==> src/rtl/uart_rx_pkg.sv <==
// Shared definitions for the UART receiver and its helpers.
// Holds the receive FSM encoding and the oversampling constants.
package uart_defs;

  typedef enum logic [2:0] {
    IDLE,
    START,
    DATA,
    PARITY,
    STOP
  } RxState_t;

  localparam int unsigned OVERSAMPLE = 16;
  localparam int unsigned MID_SAMPLE = 7;

endpackage

==> src/rtl/uart_baud_tick.sv <==
// Oversample tick generator: one-clk pulse every max(divider_i,1) clks.
// Holding clear_i keeps the phase at zero so a frame always starts aligned.
module uart_baud_tick #(
  parameter int unsigned DIV_W = 16
) (
  input  logic             clk,
  input  logic             rst,
  input  logic             clear_i,
  input  logic [DIV_W-1:0] divider_i,
  output logic             tick_o
);

  logic [DIV_W-1:0] cnt;
  logic [DIV_W-1:0] div_eff;

  always_comb begin
    div_eff = (divider_i == '0) ? DIV_W'(1) : divider_i;
    tick_o  = !clear_i && (cnt == div_eff - DIV_W'(1));
  end

  always_ff @(posedge clk) begin
    if (rst || clear_i) begin
      cnt <= '0;
    end else if (tick_o) begin
      cnt <= '0;
    end else begin
      cnt <= cnt + DIV_W'(1);
    end
  end

endmodule

==> src/rtl/uart_rx.sv <==
// UART receiver: 16x oversampled, mid-bit sampling, optional parity,
// single-entry output holding register with overrun detection.
module uart_rx
  import uart_defs::*;
#(
  parameter int unsigned DATA_BITS = 8,
  parameter int unsigned DIV_W     = 16
) (
  input  logic                 clk,
  input  logic                 rst,
  input  logic                 enable_i,
  input  logic [DIV_W-1:0]     divider_i,
  input  logic                 parity_en_i,
  input  logic                 parity_odd_i,
  input  logic                 flush_i,
  input  logic                 rx_i,
  output logic [DATA_BITS-1:0] data_o,
  output logic                 valid_o,
  input  logic                 ready_i,
  output logic                 parity_error_o,
  output logic                 framing_error_o,
  output logic                 overrun_error_o,
  output logic                 busy_o
);

  localparam int unsigned   SC_W     = $clog2(OVERSAMPLE);
  localparam logic [SC_W-1:0] MID    = SC_W'(MID_SAMPLE);
  localparam logic [2:0]    LAST_BIT = 3'(DATA_BITS - 1);

  RxState_t             state, next_state;
  logic                 rx_meta, rx_s, rx_prev;
  logic                 tick, tick_clear, mid;
  logic [SC_W-1:0]      sample_cnt;
  logic [2:0]           bit_cnt;
  logic [DATA_BITS-1:0] shift;
  logic                 par_err_q;
  logic                 stop_sample;

  assign tick_clear  = (state == IDLE);
  assign mid         = tick && (sample_cnt == MID);
  assign stop_sample = (state == STOP) && mid;
  assign busy_o      = (state != IDLE);

  uart_baud_tick #(.DIV_W(DIV_W)) u_baud_tick (
    .clk       (clk),
    .rst       (rst),
    .clear_i   (tick_clear),
    .divider_i (divider_i),
    .tick_o    (tick)
  );

  always_ff @(posedge clk) begin
    if (rst) state <= IDLE;
    else     state <= next_state;
  end

  always_comb begin
    next_state = state;
    unique case (state)
      IDLE:   if (enable_i && rx_prev && !rx_s) next_state = START;
      START:  if (mid) next_state = rx_s ? IDLE : DATA;
      DATA:   if (mid && bit_cnt == LAST_BIT) next_state = parity_en_i ? PARITY : STOP;
      PARITY: if (mid) next_state = STOP;
      STOP:   if (mid) next_state = IDLE;
      default: next_state = IDLE;
    endcase
    if (flush_i || !enable_i) next_state = IDLE;
  end

  always_ff @(posedge clk) begin
    if (rst) begin
      rx_meta         <= 1'b1;
      rx_s            <= 1'b1;
      rx_prev         <= 1'b1;
      sample_cnt      <= '0;
      bit_cnt         <= '0;
      shift           <= '0;
      par_err_q       <= 1'b0;
      data_o          <= '0;
      valid_o         <= 1'b0;
      parity_error_o  <= 1'b0;
      framing_error_o <= 1'b0;
      overrun_error_o <= 1'b0;
    end else begin
      rx_meta         <= rx_i;
      rx_s            <= rx_meta;
      rx_prev         <= rx_s;
      parity_error_o  <= 1'b0;
      framing_error_o <= 1'b0;
      overrun_error_o <= 1'b0;

      if (state == IDLE)  sample_cnt <= '0;
      else if (tick)      sample_cnt <= sample_cnt + SC_W'(1);

      if (mid && state == START) begin
        bit_cnt   <= '0;
        par_err_q <= 1'b0;
      end
      if (mid && state == DATA) begin
        shift   <= {rx_s, shift[DATA_BITS-1:1]};
        bit_cnt <= bit_cnt + 3'd1;
      end
      if (mid && state == PARITY) par_err_q <= ((^shift) ^ rx_s) != parity_odd_i;

      // Flush wins over a load; a disabled receiver delivers nothing but keeps the held byte.
      if (flush_i) begin
        valid_o <= 1'b0;
      end else if (stop_sample && enable_i && (!valid_o || ready_i)) begin
        data_o          <= shift;
        valid_o         <= 1'b1;
        parity_error_o  <= par_err_q;
        framing_error_o <= !rx_s;
      end else begin
        if (stop_sample && enable_i) overrun_error_o <= 1'b1;
        if (valid_o && ready_i)      valid_o <= 1'b0;
      end
    end
  end

endmodule

==> config.mk <==
export PLATFORM = sky130hd
export DESIGN_NAME = uart_rx
export DESIGN_NICKNAME = d
export VERILOG_FILES = /design/src/rtl/uart_rx_pkg.sv /design/src/rtl/uart_baud_tick.sv /design/src/rtl/uart_rx.sv
export SDC_FILE = /design/constraint.sdc
export NUM_CORES = 1
export LEC_CHECK = 0
export ABC_CLOCK_PERIOD_IN_PS = 10500
export CAP_MARGIN = 20
export CORE_UTILIZATION = 40
export DETAILED_ROUTE_END_ITERATION = 6
export PLACE_DENSITY = 0.63
export SYNTH_ARGS = -nofsm -noshare
export SYNTH_HDL_FRONTEND = slang
export SYNTH_SLANG_ARGS = --single-unit
==> constraint.sdc <==
create_clock -name clk -period 10.5 [get_ports clk]
set_input_delay 2.1 -clock clk [delete_from_list [all_inputs] [get_ports clk]]
set_output_delay 2.1 -clock clk [all_outputs]
set_load 0.03 [all_outputs]
==> qor.txt, run 1 <==
Outcome -> finished, final reports clean
Pwr Density -> 105 mW/mm²
VDD IR max -> 0.0000527 V
Leakage -> 0.00104 µW
RSZ-0062 raised after global routing -> no
Cts hold-fix bufs -> 0
Maximum clock path buffer count -> 2
Worst skew pair latency -> 320 ps
I/O pins -> 37
Total power -> 343 µW
Asr flop ratio synth -> 0%
Syn_area_per_cell -> 8.71 µm²
Final hold vios -> 0
Nets -> 379
DR iter-0 viols -> 94
H-tree depth -> 2
Gpl congestion -> 0.895
# rows -> 29
Most used DFF post-synth -> dfxtp_1
Clock slew at reported path FFs -> 110 ps
Post-DR vias/cell -> 5.35
Vias in the first global route -> 2229
# resized after CTS -> 0
CP dominant cell by count -> nor4_2
CP Data Required Time -> 10680 ps
Final period util -> 57.5%
Setup crit start -> divider_i[9]
Syn Nets -> 346
Post-Syn Area -> 0.00276 mm²
Comb power frac -> 8.8%
Initial Util -> 42.5%
Net switching power -> 88.1 µW
Worst Tran Pin Value -> 1110 ps
Hold_sp -> rx_meta$_SDFF_PP1_
Switching Fraction -> 25.7%
Proportion of layout cells with a drive suffix above 1 -> 7.98%
Post-CTS Setup Repair Bufs -> 0
Residual DRC -> 0
CORE AREA -> 0.00649 mm²
Width of the die -> 85.1 µm
Critical path class -> in2reg
Distinct cells, synth -> 49
Sequential power share -> 55.5%
Critical R2R Launch -> u_baud_tick.cnt[9]$_SDFF_PP0_
Part of the power in the clock network -> 35.7%
Number of antenna violations at the first check in global routing -> 0
Grt ovf -> 0
HPWL after detailed placement -> 4.30 mm
Relative slew margins -> 25.4%
Flops & latches, synth -> 50
CTS tree -> done
Worst Reg2Reg Path Length in Cells -> 8
I/O Buffers -> 36
CP peak stage delay -> 560 ps
Post-synth EDFFs -> 0
Commonest non-fill, non-tap cell in the layout -> dfxtp_1
Final-report setup violation count -> 0
FILL cells -> 622
Routed Antenna Nets -> 0
Commonest cells after routing, fill and taps aside -> 50 x dfxtp_1, 42 x nor2_1, 36 x clkdlybuf4s50_1, 34 x xnor2_1
Post-route minimum period -> 6040 ps
TritonCTS Buffers -> 5
Wire length per cell -> 13.6 µm
Critical Path AT -> 6220 ps
Post-Route Skew -> 16.6 ps
Final wirelength -> 5.83 mm
Largest net degree at the start of global routing -> 27
Area Growth Syn to Fin -> 18.1%
Height of the die -> 85.1 µm
Slew Viols, Final -> 0
Int Power -> 255 µW
Worst Setup Start Kind -> primary input
Gr usage total -> 16.9%
First-pass GRT wire length -> 9.89 mm
Worst setup EP type -> flop
N_diodes -> 0
Min-Delay Path Class -> reg2reg
First-pass detailed-route iteration total -> 4
Via Count -> 2288
Syn. warnings -> 0
Worst path bufs/invs -> 1
Critical path cell sequence -> clkdlybuf4s50_1, nor4_2, and3_1, a21oi_1, ha_1, or3b_2, nor3_1, xnor2_1, nor4_1, or4b_4, nor4_2, or2_1, nor2_1
Mapped Cells -> 317
CP max stage cell -> nor4_2
Delay-heaviest family, CP -> simple AND/OR/NAND/NOR gates
CP Depth -> 13
Max Freq -> 165 MHz
Max-cap violations -> 0
Hold depth -> 1
Worst Path Max Fanout -> 16
Clock sink count -> 50
Root Driver -> clkbuf_8
Sequential-to-total area share from yosys stat -> 36.3%
Die Area -> 0.00724 mm²
TNS Setup -> 0 ps
cells in the mapped netlist (6+ instances only):
master    count  area, µm²
a21oi_1      13       65.1
clkbuf_1      7       26.3
dfxtp_1      50       1000
inv_1        10       37.5
mux2i_1      12        120
nand2_1      20       75.1
nand3_1      20        100
nor2_1       42        158
nor3_1        6       30.0
nor4_1        8       50.1
or2_2         6       37.5
xnor2_1      34        298
xor2_1       12        105
path summary, 6_finish.rpt:
| check | endpoint | slack (ps) |
|---|---|---|
| min | rx_s$_SDFF_PP1_ | 430 |
| min reg2reg | rx_s$_SDFF_PP1_ | 430 |
| max reg2reg | u_baud_tick.cnt[15]$_SDFF_PP0_ | 7290 |
| max | u_baud_tick.cnt[15]$_SDFF_PP0_ | 4460 |
per-stage QoR:
stage	setup WS, ps	hold WS, ps	utilization, %	instances	instance area [µm²]
after floorplan	5320	389	-	317	2760
after global placement	3960	405	48.6	419	3150
after detailed placement	3960	407	48.6	419	3150
after CTS	4290	438	50.1	427	3250
after global routing	4110	443	50.2	428	3260
final	4460	431	50.2	428	3260
registers in the layout (all words and copies together), names as in the netlist:
signal,flops
parity_error_o,1
bit_cnt,3
par_err_q,1
rx_s,1
rx_prev,1
state,3
sample_cnt,4
rx_meta,1
data_o,8
u_baud_tick.cnt,16
framing_error_o,1
overrun_error_o,1
shift,8
valid_o,1
cell families after synthesis:
group	after synthesis	synth area share, %
adders and majority gates	5	2.27
muxes	12	4.35
and+or+nand+nor	146	29.9
buffers and inverters	21	3.63
xor gates and xnor gates	46	14.6
DFF	50	36.3
AOI/OAI and AO/OA	37	9.02
power by group through the flow:
stage | Combinational [µW] | Clock [µW] | Sequential (µW)
6_report | 30.2 | 122 | 190
2_1_floorplan | 15.6 | 0 | 195
5_1_grt | 33.0 | 133 | 191
3_3_place_gp | 29.9 | 0 | 195
3_5_place_dp | 30.2 | 0 | 195
4_1_cts | 30.3 | 125 | 190
area by class of cell:
type	instances	area (µm²)	share of cell area [%]
Timing Repair Buffer	37	368	11.3
Clock buffer	5	68.8	2.11
Inverter	10	37.5	1.15
Multi-Input combinational cell	246	1660	50.9
Tap cell	77	96.3	2.96
Sequential cell	50	1000	30.7
Clock inverter	3	28.8	0.883
routing by layer:
layer	wire length [µm]	track usage, %	vias up
li1	-	-	1179
met1	2810	21.2	1052
met2	2680	28.5	44
met3	187	2.92	13
met4	142	7.09	0
met5	0	0	-
(Power assumes the default switching activity.)
==> inputs of run 2 (changes only) <==
ABC_CLOCK_PERIOD_IN_PS = 5150   (was 10500)
PLACE_DENSITY = 0.66   (was 0.63)
clock period = 5.15 ns   (was 10.5 ns; I/O delays follow)
==> run 2 against run 1 <==
- sequential power rose by 100%
- clock skew fell by 5.7 ps
- cell count rose by 2.8%
- sequential share of layout area fell by 0.94 points
- utilization rose by 1.6 points
- critical path type unchanged
- critical endpoint is now data_o[7]$_SDFFE_PP0P_
- highest routed layer unchanged
==> qor.txt, run 2 (synthesis results as in run 1) <==
Clock slew at reported path FFs -> 100 ps (about the same)
First-pass GRT wire length -> 9.86 mm (-0.27%)
Leakage -> 0.00110 µW (+6.5%)
Commonest cells after routing, fill and taps aside -> 50 x dfxtp_1, 42 x nor2_1, 36 x clkdlybuf4s50_1, 34 x xnor2_1
Worst skew pair latency -> 310 ps (about the same)
Worst Tran Pin Value -> 904 ps (-207 ps)
Largest register by flop count -> u_baud_tick.cnt
Gpl congestion -> 0.854 (-4.6%)
Worst Path Max Fanout -> 10 (-6)
Comb power frac -> 9.3% (+0.5 points)
Maximum clock path buffer count -> 2 (unchanged)
Commonest non-fill, non-tap cell in the layout -> dfxtp_1
I/O Buffers -> 36 (unchanged)
Part of the power in the clock network -> 35.4% (-0.3 points)
Place WS -> 155 ps (-3810 ps)
Min-Delay Path Class -> reg2reg
TritonCTS Buffers -> 5 (unchanged)
Hold_ws -> 423 ps (-8.51 ps)
Grt ovf -> 0 (unchanged)
TNS Setup -> 0 ps (unchanged)
I/O pins -> 37 (unchanged)
Slew Viols, Final -> 0 (unchanged)
Worst Setup Start Kind -> primary input
Sequential power share -> 55.2% (-0.3 points)
Final WS setup -> 459 ps (-4000 ps)
Final wirelength -> 5.77 mm (-0.93%)
Wire length per cell -> 13.1 µm (-3.6%)
Outcome -> finished, final reports clean
CORE AREA -> 0.00649 mm² (unchanged)
CP dominant cell by count -> a21oi_1
Pwr Density -> 209 mW/mm² (+99%)
First-pass detailed-route iteration total -> 4 (unchanged)
Max FFs per register -> 16 (unchanged)
Int Power -> 524 µW (+110%)
Final hold vios -> 0 (unchanged)
Cts hold-fix bufs -> 0 (unchanged)
CP peak stage delay -> 770 ps (+210 ps)
FILL cells -> 606 (-2.6%)
Area Growth Syn to Fin -> 21.8%
Residual DRC -> 0 (unchanged)
Critical path cell sequence -> clkdlybuf4s50_1, nor4_2, and3_1, a21oi_1, ha_1, or3b_2, or4_1, o31ai_2, nand4bb_2, or4b_1, nand2_1, a21oi_1
Vias in the first global route -> 2177 (-2.3%)
CP max stage cell -> or4b_1
Clock sink count -> 50 (unchanged)
Net switching power -> 179 µW (+100%)
Final-report setup violation count -> 0 (unchanged)
Final Core Density -> 51.8% (+1.6 points)
Switching Fraction -> 25.5% (-0.20 points)
Post-DR vias/cell -> 5.30 (-0.90%)
Delay-heaviest family, CP -> simple AND/OR/NAND/NOR gates
Width of the die -> 85.1 µm (unchanged)
# rows -> 29 (unchanged)
Routed Antenna Nets -> 0 (unchanged)
Nets -> 391 (+3.2%)
Largest net degree at the start of global routing -> 27 (unchanged)
Post-route minimum period -> 4690 ps
Worst setup EP type -> flop
RSZ-0062 raised after global routing -> no
Post-CTS Setup Repair Bufs -> 0 (unchanged)
Relative slew margins -> 39.5% (+14 points)
CP Data Required Time -> 5320 ps (-5360 ps)
# resized after CTS -> 0 (unchanged)
CTS tree -> done
H-tree depth -> 2 (unchanged)
FF/Latch Area -> 0.00100 mm² (unchanged)
Critical path class -> in2reg
Final period util -> 91.1%
Post-Route Skew -> 10.9 ps (-5.67 ps)
Number of antenna violations at the first check in global routing -> 0 (unchanged)
Worst path bufs/invs -> 1 (unchanged)
Max Freq -> 213 MHz
HPWL after detailed placement -> 4.28 mm (-0.51%)
N_diodes -> 0 (unchanged)
Largest regs -> u_baud_tick.cnt: 16 flops, data_o: 8 flops, shift: 8 flops
Proportion of layout cells with a drive suffix above 1 -> 11.0% (+3.0 points)
DR iter-0 viols -> 81 (-14%)
Root Driver -> clkbuf_8
Area of the multi-input gates -> 0.00166 mm² (unchanged)
Initial Util -> 42.5% (unchanged)
Critical Path AT -> 4860 ps (-1360 ps)
Gr usage total -> 16.9% (+0.028 points)
Via Count -> 2331 (+1.9%)
VDD IR max -> 0.000101 V (+91%)
Height of the die -> 85.1 µm (unchanged)
Die Area -> 0.00724 mm² (unchanged)
Max-cap violations -> 0 (unchanged)
-- run 2: cell count changes in the layout (fill, tap and decap cells not counted), sizes merged --
cell    previous run  this run
buf                1        12
clkbuf             5         6
clkinv             2         1
inv               11        12
-- run 2: per-stage QoR --
stage,std cells,area (µm²),total power (µW)
after global routing,440,3360,733
after CTS,439,3350,711
final,440,3360,703
after global placement,431,3260,461
after floorplan,317,2760,429
after detailed placement,431,3260,462
-- run 2: power groups by stage --
stage | logic, µW | clock network [µW] | registers [µW]
CTS | 65.5 | 257 | 388
finish | 65.5 | 249 | 388
global route | 70.6 | 274 | 388
global placement | 64.3 | 0 | 397
detailed placement | 65.1 | 0 | 397
floorplan | 31.8 | 0 | 397
-- run 2: metal layers --
layer / GRT usage (%) / wire, µm
met2: 28.7 / 2730
met3: 2.63 / 173
met5: 0 / 0
met1: 21.9 / 2800
met4: 5.55 / 68
-- run 2: worst reg2reg max path: stages, from the launching register on --
cell and delay, ps:
dfxtp_1 440, inv_1 120, or3_1 390, xnor2_1 160
nor4_1 270, buf_4 160, or4b_4 480, nor4_4 470
a21oi_1 130, a311oi_1 260
-- run 2: cell type report --
type | instances | share of cell area [%]
Clock buffer | 5 | 2.05
Multi-Input combinational cell | 246 | 49.3
Timing Repair Buffer | 49 | 14.0
Sequential cell | 50 | 29.8
Clock inverter | 3 | 0.856
Inverter | 10 | 1.12
Tap cell | 77 | 2.87
-- run 2: worst paths after layout --
| path | slack, ps | endpoint | startpoint | cells past startpoint |
|---|---|---|---|---|
| worst max-delay path | 460 | data_o[7]$_SDFFE_PP0P_ | divider_i[8] | 12 |
| worst min-delay path | 420 | rx_s$_SDFF_PP1_ | rx_meta$_SDFF_PP1_ | 1 |
| worst max register to register | 2170 | bit_cnt[0]$_SDFFE_PP0P_ | u_baud_tick.cnt[9]$_SDFF_PP0_ | 9 |
| worst min register to register | 420 | rx_s$_SDFF_PP1_ | rx_meta$_SDFF_PP1_ | 1 |
==> inputs of run 3 (changes only) <==
CTS_CLUSTER_DIAMETER = 40   (was unset)
HOLD_SLACK_MARGIN = 0.12   (was unset)
==> results of run 3 <==
Final layout, timing and power as in run 2 (identical DEF).
